[config.mk]
export PLATFORM = sky130hd
export DESIGN_NAME = multicycle_controller
export DESIGN_NICKNAME = d
export VERILOG_FILES = /design/src/rtl/multicycle_controller.sv
export SDC_FILE = /design/constraint.sdc
export NUM_CORES = 1
export LEC_CHECK = 0
export CAP_MARGIN = 20
export CORE_UTILIZATION = 30
export CTS_CLUSTER_DIAMETER = 150
export DETAILED_ROUTE_END_ITERATION = 12
export PLACE_DENSITY = 0.61
export SYNTH_ARGS = -nofsm -noshare
export SYNTH_HDL_FRONTEND = slang
export SYNTH_SLANG_ARGS = --single-unit
[constraint.sdc]
create_clock -name clk -period 5.35 [get_ports clk]
set_clock_uncertainty 0.15 [all_clocks]
set_input_delay 0.535 -clock clk [delete_from_list [all_inputs] [get_ports clk]]
set_output_delay 0.535 -clock clk [all_outputs]
set_load 0.01 [all_outputs]
[src/rtl/multicycle_controller.sv]
// Multicycle CPU control FSM: FETCH/DECODE/EXEC/MEM/WB sequencing with registered Moore strobes.
// Optional macro CTRL_MEM_WAIT_EN: FETCH and MEM wait for mem_ready, with a timeout into HALT.
module multicycle_controller #(
  parameter int unsigned OP_W  = 5,
  parameter int unsigned TMO_W = 4
) (
  input  logic            clk,
  input  logic            rst_n,
  input  logic            start,
  input  logic [OP_W-1:0] opcode,
  input  logic            flag_c,
  input  logic            flag_z,
  input  logic            mem_ready,
  output logic            ir_load,
  output logic            pc_inc,
  output logic            pc_load,
  output logic            jal,
  output logic            rf_wr_en,
  output logic            rf_wr_from,
  output logic            alu_op,
  output logic            alu_psw,
  output logic            mem_rd_en,
  output logic            mem_wr_en,
  output logic            out_en,
  output logic            halted,
  output logic            bus_err
);

  typedef enum logic [2:0] {
    S_IDLE, S_FETCH, S_DECODE, S_EXEC, S_MEM, S_WB, S_HALT
  } state_e;

  typedef struct packed {
    logic ir_load;
    logic pc_inc;
    logic pc_load;
    logic jal;
    logic rf_wr_en;
    logic rf_wr_from;
    logic alu_op;
    logic alu_psw;
    logic mem_rd_en;
    logic mem_wr_en;
    logic out_en;
    logic halted;
  } ctrl_t;

  localparam logic [OP_W-1:0] OP_MOV  = OP_W'(0),  OP_ADDI = OP_W'(1),  OP_SUBI = OP_W'(2);
  localparam logic [OP_W-1:0] OP_LHI  = OP_W'(3),  OP_LLI  = OP_W'(4),  OP_LDR  = OP_W'(5);
  localparam logic [OP_W-1:0] OP_STR  = OP_W'(6),  OP_ADD  = OP_W'(7),  OP_ADC  = OP_W'(8);
  localparam logic [OP_W-1:0] OP_SUB  = OP_W'(9),  OP_SBB  = OP_W'(10), OP_CMP  = OP_W'(11);
  localparam logic [OP_W-1:0] OP_BCC  = OP_W'(12), OP_BCS  = OP_W'(13), OP_BNE  = OP_W'(14);
  localparam logic [OP_W-1:0] OP_BEQ  = OP_W'(15), OP_BAL  = OP_W'(16), OP_JMP  = OP_W'(17);
  localparam logic [OP_W-1:0] OP_JALL = OP_W'(18), OP_JALR = OP_W'(19), OP_JR   = OP_W'(20);
  localparam logic [OP_W-1:0] OP_OUTR = OP_W'(21), OP_HLT  = OP_W'(22);

  state_e            state_q, state_d;
  logic [OP_W-1:0]   opcode_q, opcode_d;
  logic [TMO_W-1:0]  tmo_q, tmo_d;
  logic              bus_err_q, bus_err_d;
  ctrl_t             ctrl_q, ctrl_d;
  logic              wait_ok_c, wait_tmo_c;
  logic              is_alu_c, is_taken_c;

`ifdef CTRL_MEM_WAIT_EN
  // Value of the wait counter on the cycle whose miss makes it reach 2^TMO_W-1.
  localparam logic [TMO_W-1:0] TMO_LAST = {TMO_W{1'b1}} - TMO_W'(1);
  assign wait_ok_c  = mem_ready;
  assign wait_tmo_c = !mem_ready && (tmo_q == TMO_LAST);
`else
  logic unused_ok;
  assign unused_ok  = mem_ready;
  assign wait_ok_c  = 1'b1;
  assign wait_tmo_c = 1'b0;
`endif

  assign is_alu_c = opcode_q inside {OP_MOV, OP_ADDI, OP_SUBI, OP_LHI, OP_LLI,
                                     OP_ADD, OP_ADC, OP_SUB, OP_SBB};

  // Branch decision uses the opcode entering EXEC and the flags present at that edge.
  always_comb begin
    is_taken_c = 1'b0;
    case (opcode_d)
      OP_BCC:                                   is_taken_c = !flag_c;
      OP_BCS:                                   is_taken_c = flag_c;
      OP_BNE:                                   is_taken_c = !flag_z;
      OP_BEQ:                                   is_taken_c = flag_z;
      OP_BAL, OP_JMP, OP_JALL, OP_JALR, OP_JR:  is_taken_c = 1'b1;
      default:                                  is_taken_c = 1'b0;
    endcase
  end

  always_ff @(posedge clk or negedge rst_n) begin
    if (!rst_n) begin
      state_q   <= S_IDLE;
      opcode_q  <= '0;
      tmo_q     <= '0;
      bus_err_q <= 1'b0;
      ctrl_q    <= '0;
    end else begin
      state_q   <= state_d;
      opcode_q  <= opcode_d;
      tmo_q     <= tmo_d;
      bus_err_q <= bus_err_d;
      ctrl_q    <= ctrl_d;
    end
  end

  always_comb begin
    state_d   = state_q;
    opcode_d  = opcode_q;
    tmo_d     = tmo_q;
    bus_err_d = bus_err_q;
    case (state_q)
      S_IDLE, S_HALT: if (start) state_d = S_FETCH;
      S_FETCH, S_MEM: begin
        if (wait_ok_c) begin
          tmo_d = '0;
          if (state_q == S_FETCH)      state_d = S_DECODE;
          else if (opcode_q == OP_LDR) state_d = S_WB;
          else                         state_d = S_FETCH;
        end else if (wait_tmo_c) begin
          tmo_d     = '0;
          bus_err_d = 1'b1;
          state_d   = S_HALT;
        end else begin
          tmo_d = tmo_q + TMO_W'(1);
        end
      end
      S_DECODE: begin
        opcode_d = opcode;
        state_d  = (opcode >= OP_HLT) ? S_HALT : S_EXEC;
      end
      S_EXEC: begin
        if (is_alu_c)                                    state_d = S_WB;
        else if (opcode_q == OP_LDR || opcode_q == OP_STR) state_d = S_MEM;
        else                                             state_d = S_FETCH;
      end
      S_WB:    state_d = S_FETCH;
      default: state_d = S_IDLE;
    endcase
  end

  // Strobes are registered from the upcoming state so they line up with it.
  always_comb begin
    ctrl_d = '0;
    case (state_d)
      S_FETCH: begin
        ctrl_d.mem_rd_en = 1'b1;
        ctrl_d.ir_load   = 1'b1;
        ctrl_d.pc_inc    = 1'b1;
      end
      S_EXEC: begin
        ctrl_d.alu_op   = opcode_d inside {OP_SUBI, OP_SUB, OP_SBB, OP_CMP};
        ctrl_d.alu_psw  = opcode_d inside {OP_ADDI, OP_SUBI, OP_ADD, OP_ADC, OP_SUB, OP_SBB, OP_CMP};
        ctrl_d.pc_load  = is_taken_c;
        ctrl_d.jal      = opcode_d inside {OP_JALL, OP_JALR};
        ctrl_d.rf_wr_en = opcode_d inside {OP_JALL, OP_JALR};
        ctrl_d.out_en   = (opcode_d == OP_OUTR);
      end
      S_MEM: begin
        ctrl_d.mem_rd_en = (opcode_d == OP_LDR);
        ctrl_d.mem_wr_en = (opcode_d == OP_STR);
      end
      S_WB: begin
        ctrl_d.rf_wr_en   = 1'b1;
        ctrl_d.rf_wr_from = (opcode_d == OP_LDR);
      end
      S_HALT:  ctrl_d.halted = 1'b1;
      default: ctrl_d = '0;
    endcase
  end

  assign ir_load    = ctrl_q.ir_load;
  assign pc_inc     = ctrl_q.pc_inc;
  assign pc_load    = ctrl_q.pc_load;
  assign jal        = ctrl_q.jal;
  assign rf_wr_en   = ctrl_q.rf_wr_en;
  assign rf_wr_from = ctrl_q.rf_wr_from;
  assign alu_op     = ctrl_q.alu_op;
  assign alu_psw    = ctrl_q.alu_psw;
  assign mem_rd_en  = ctrl_q.mem_rd_en;
  assign mem_wr_en  = ctrl_q.mem_wr_en;
  assign out_en     = ctrl_q.out_en;
  assign halted     = ctrl_q.halted;
  assign bus_err    = bus_err_q;

endmodule

==> results.cfg <==
[power_and_ir_drop]
powerDensity_nw_per_um2 = 503
peakVddDrop_mv = 0.145
p_leak_nw = 0.534

[logic_synthesis]
synth_fp_nets = 114
synth_area_leaders = dfrtp_1 (48%), nand2_1 (5.7%), nor2b_1 (3.1%)
yosysTopAreaCell = dfrtp_1
synth_enable_flop_cells = 0
syn_area_per_cell_um2 = 9.65
seq_area_frac_synth = 0.479
synth_top_area_share = 0.479
ys_types = 38
synthesis.area_um2 = 993
yosys_warnings = 0
async_flop_share = 1.00
ys_seq_elements = 19
yosys-top-cells-count = dfrtp_1 (19), nand2_1 (15), nor2_1 (7)
synth_cells = 103
synth_flop_cell = dfrtp_1
yosys.cell_count.top_type = dfrtp_1

[timing]
rsz0062_at_grt = no
slew_viol_final = 0
fmax_mhz = 400
fin_tns_setup_ps = 0
fin_crit_sh = 0.467
timing.final.crit_period_ps = 2500
finalHoldViolations = 0
slew_headroom = 0.445
tightest_slew_ps = 831
finalSetupViolCount = 0

[grt]
grtUsageTotal = 0.136
grt_use_met3 = 0.0262
grt.busiest_layer = met2
grt_max_degree = 20
grt_util_met2 = 0.220
use_met1 = 0.174
antenna_found_initial = 0
grt_overflow = 0
grt_pass1_vias = 754
grt_first_pass_wirelength_um = 3550

[clock_network]
clk_latency_ps = 300
postCtsSetupBuffers = 0
cts_made_buffers = 3
cts_hold_buffers = 0
ctsResizeCount = 0
clock_sinks = 19
htreeDepth = 1
cts.path.max_buffers = 2
clk_pin_slew_ps = 110
clockRootBuffer = clkbuf_4
cts_tree = yes

[worst_setup_path]
reg2reg_from = state_q[1]
r2r_cells = 5
cp-start-kind = input pin
cp.required_ps = 5380
worstPathArrival_ps = 2530
r2r-end = pc_load
cp-end-kind = flip-flop
crit_type = in -> reg
cp_max_fo = 9
rrSetupSlack_ps = 3100

[final_layout]
drive_above_1_share = 0.0661
antenna_cells = 0
nNetsFinal = 133
post-route-cell-area_um2 = 1240
area_delta_synth_final_pct = 25.3

[detailed_routing]
drc_errors = 0
drt_first_pass_iters = 4
viasPerCell = 4.71
wl_per_cell_um = 12.6
drt-initial-drc-count = 9
antenna_left = 0
dr_total_vias = 777
wl_um = 2070

[placement]
post_dp_cell_area_um2 = 1220
post-dp-hpwl_um = 1590
gp_congestion = 0.860
port_buffers = 21

[hold_path]
worstHoldEndpoint = opcode_q[2]
hp-class = reg -> reg
min-delay-start = opcode_q[2]
hold_depth = 2

[flow_run]
max_cap_violations = 0

[floorplanning]
num_io_pins = 24
dieWidth_um = 59.5
core-area_um2 = 3100
rows = 20
die_y_um = 59.5
dieArea_um2 = 3550
start_util = 0.320

[status]
outcome = complete, no violations
sequential cells by signal (all words and copies together) (netlist names):
register	cells
alu_op	1
alu_psw	1
halted	1
ir_load	1
jal	1
mem_rd_en	1
mem_wr_en	1
opcode_q	5
out_en	1
pc_load	1
rf_wr_en	1
rf_wr_from	1
state_q	3
worst max-delay path, cell delays in order:
cell             delay, ps
clkdlybuf4s50_1        620
and2_1                 180
o21ai_0                150
a2111oi_1              670
nor3_1                 170
o21bai_1               200
worst max path at each step:
stage / start / end / slack [ps] / cells past startpoint
floorplan: opcode[2] / mem_rd_en / 3310 / 6
global placement: opcode[2] / mem_rd_en / 2600 / 6
detailed placement: opcode[2] / mem_rd_en / 2540 / 6
CTS: opcode[2] / mem_rd_en / 2880 / 6
global route: opcode[2] / mem_rd_en / 2700 / 6
finish: opcode[2] / mem_rd_en / 2850 / 6
cells by family (layout without fill, tap and decap cells):
family,count (synthesis),in the layout,share of synthesized area
multiplexers,3,3,0.0315
buffers and inverters,11,29,0.0567
flip-flops,19,19,0.479
other,1,1,0.00377
AO/OA/AOI/OAI,21,21,0.165
XOR/XNOR,3,3,0.0265
AND/OR/NAND/NOR,45,45,0.238
power by group:
group / switching, mW / leakage (nW) / total [mW] / internal (mW)
combinational: 0.165 / 0.268 / 0.308 / 0.143
clock: 0.0455 / 0.0177 / 0.0733 / 0.0279
sequential: 0.0546 / 0.248 / 0.245 / 0.190
layout by cell type (no fill, tap or decap), drive strengths merged, types with 2 or more instances in the layout:
master / instances
clkdlybuf4s50: 21
dfrtp: 19
nand2: 15
nor2: 7
nor3: 6
nor2b: 5
o21ai: 4
inv: 4
a31oi: 3
o21bai: 3
clkbuf: 3
mux2i: 2
nand3: 2
xnor2: 2
and3: 2
nor3b: 2
layout make-up:
class	instances	area [µm²]
clock buffer	3	22.5
clock inverter	1	5.00
fill	322	1860
inverter	4	15.0
multi-input combinational	73	462
sequential	19	475
tap	44	55.1
timing repair buffer	21	210
per-stage QoR:
step	std cells	setup WS (ps)	hold WS, ps	power [mW]	util
2_1_floorplan	103	3310	89.4	0.468	-
5_1_grt	165	2700	456	0.679	0.401
3_3_place_gp	161	2600	365	0.550	0.392
3_5_place_dp	161	2540	379	0.555	0.392
4_1_cts	165	2880	406	0.627	0.401
6_report	165	2850	397	0.627	0.401
routing by layer:
| metal | part of all wire | up-vias |
|---|---|---|
| met5 | 0 | - |
| met2 | 0.49 | 17 |
| met1 | 0.47 | 365 |
| met4 | 0.014 | 0 |
| li1 | - | 391 |
| met3 | 0.028 | 4 |
(Power assumes the default switching activity.)
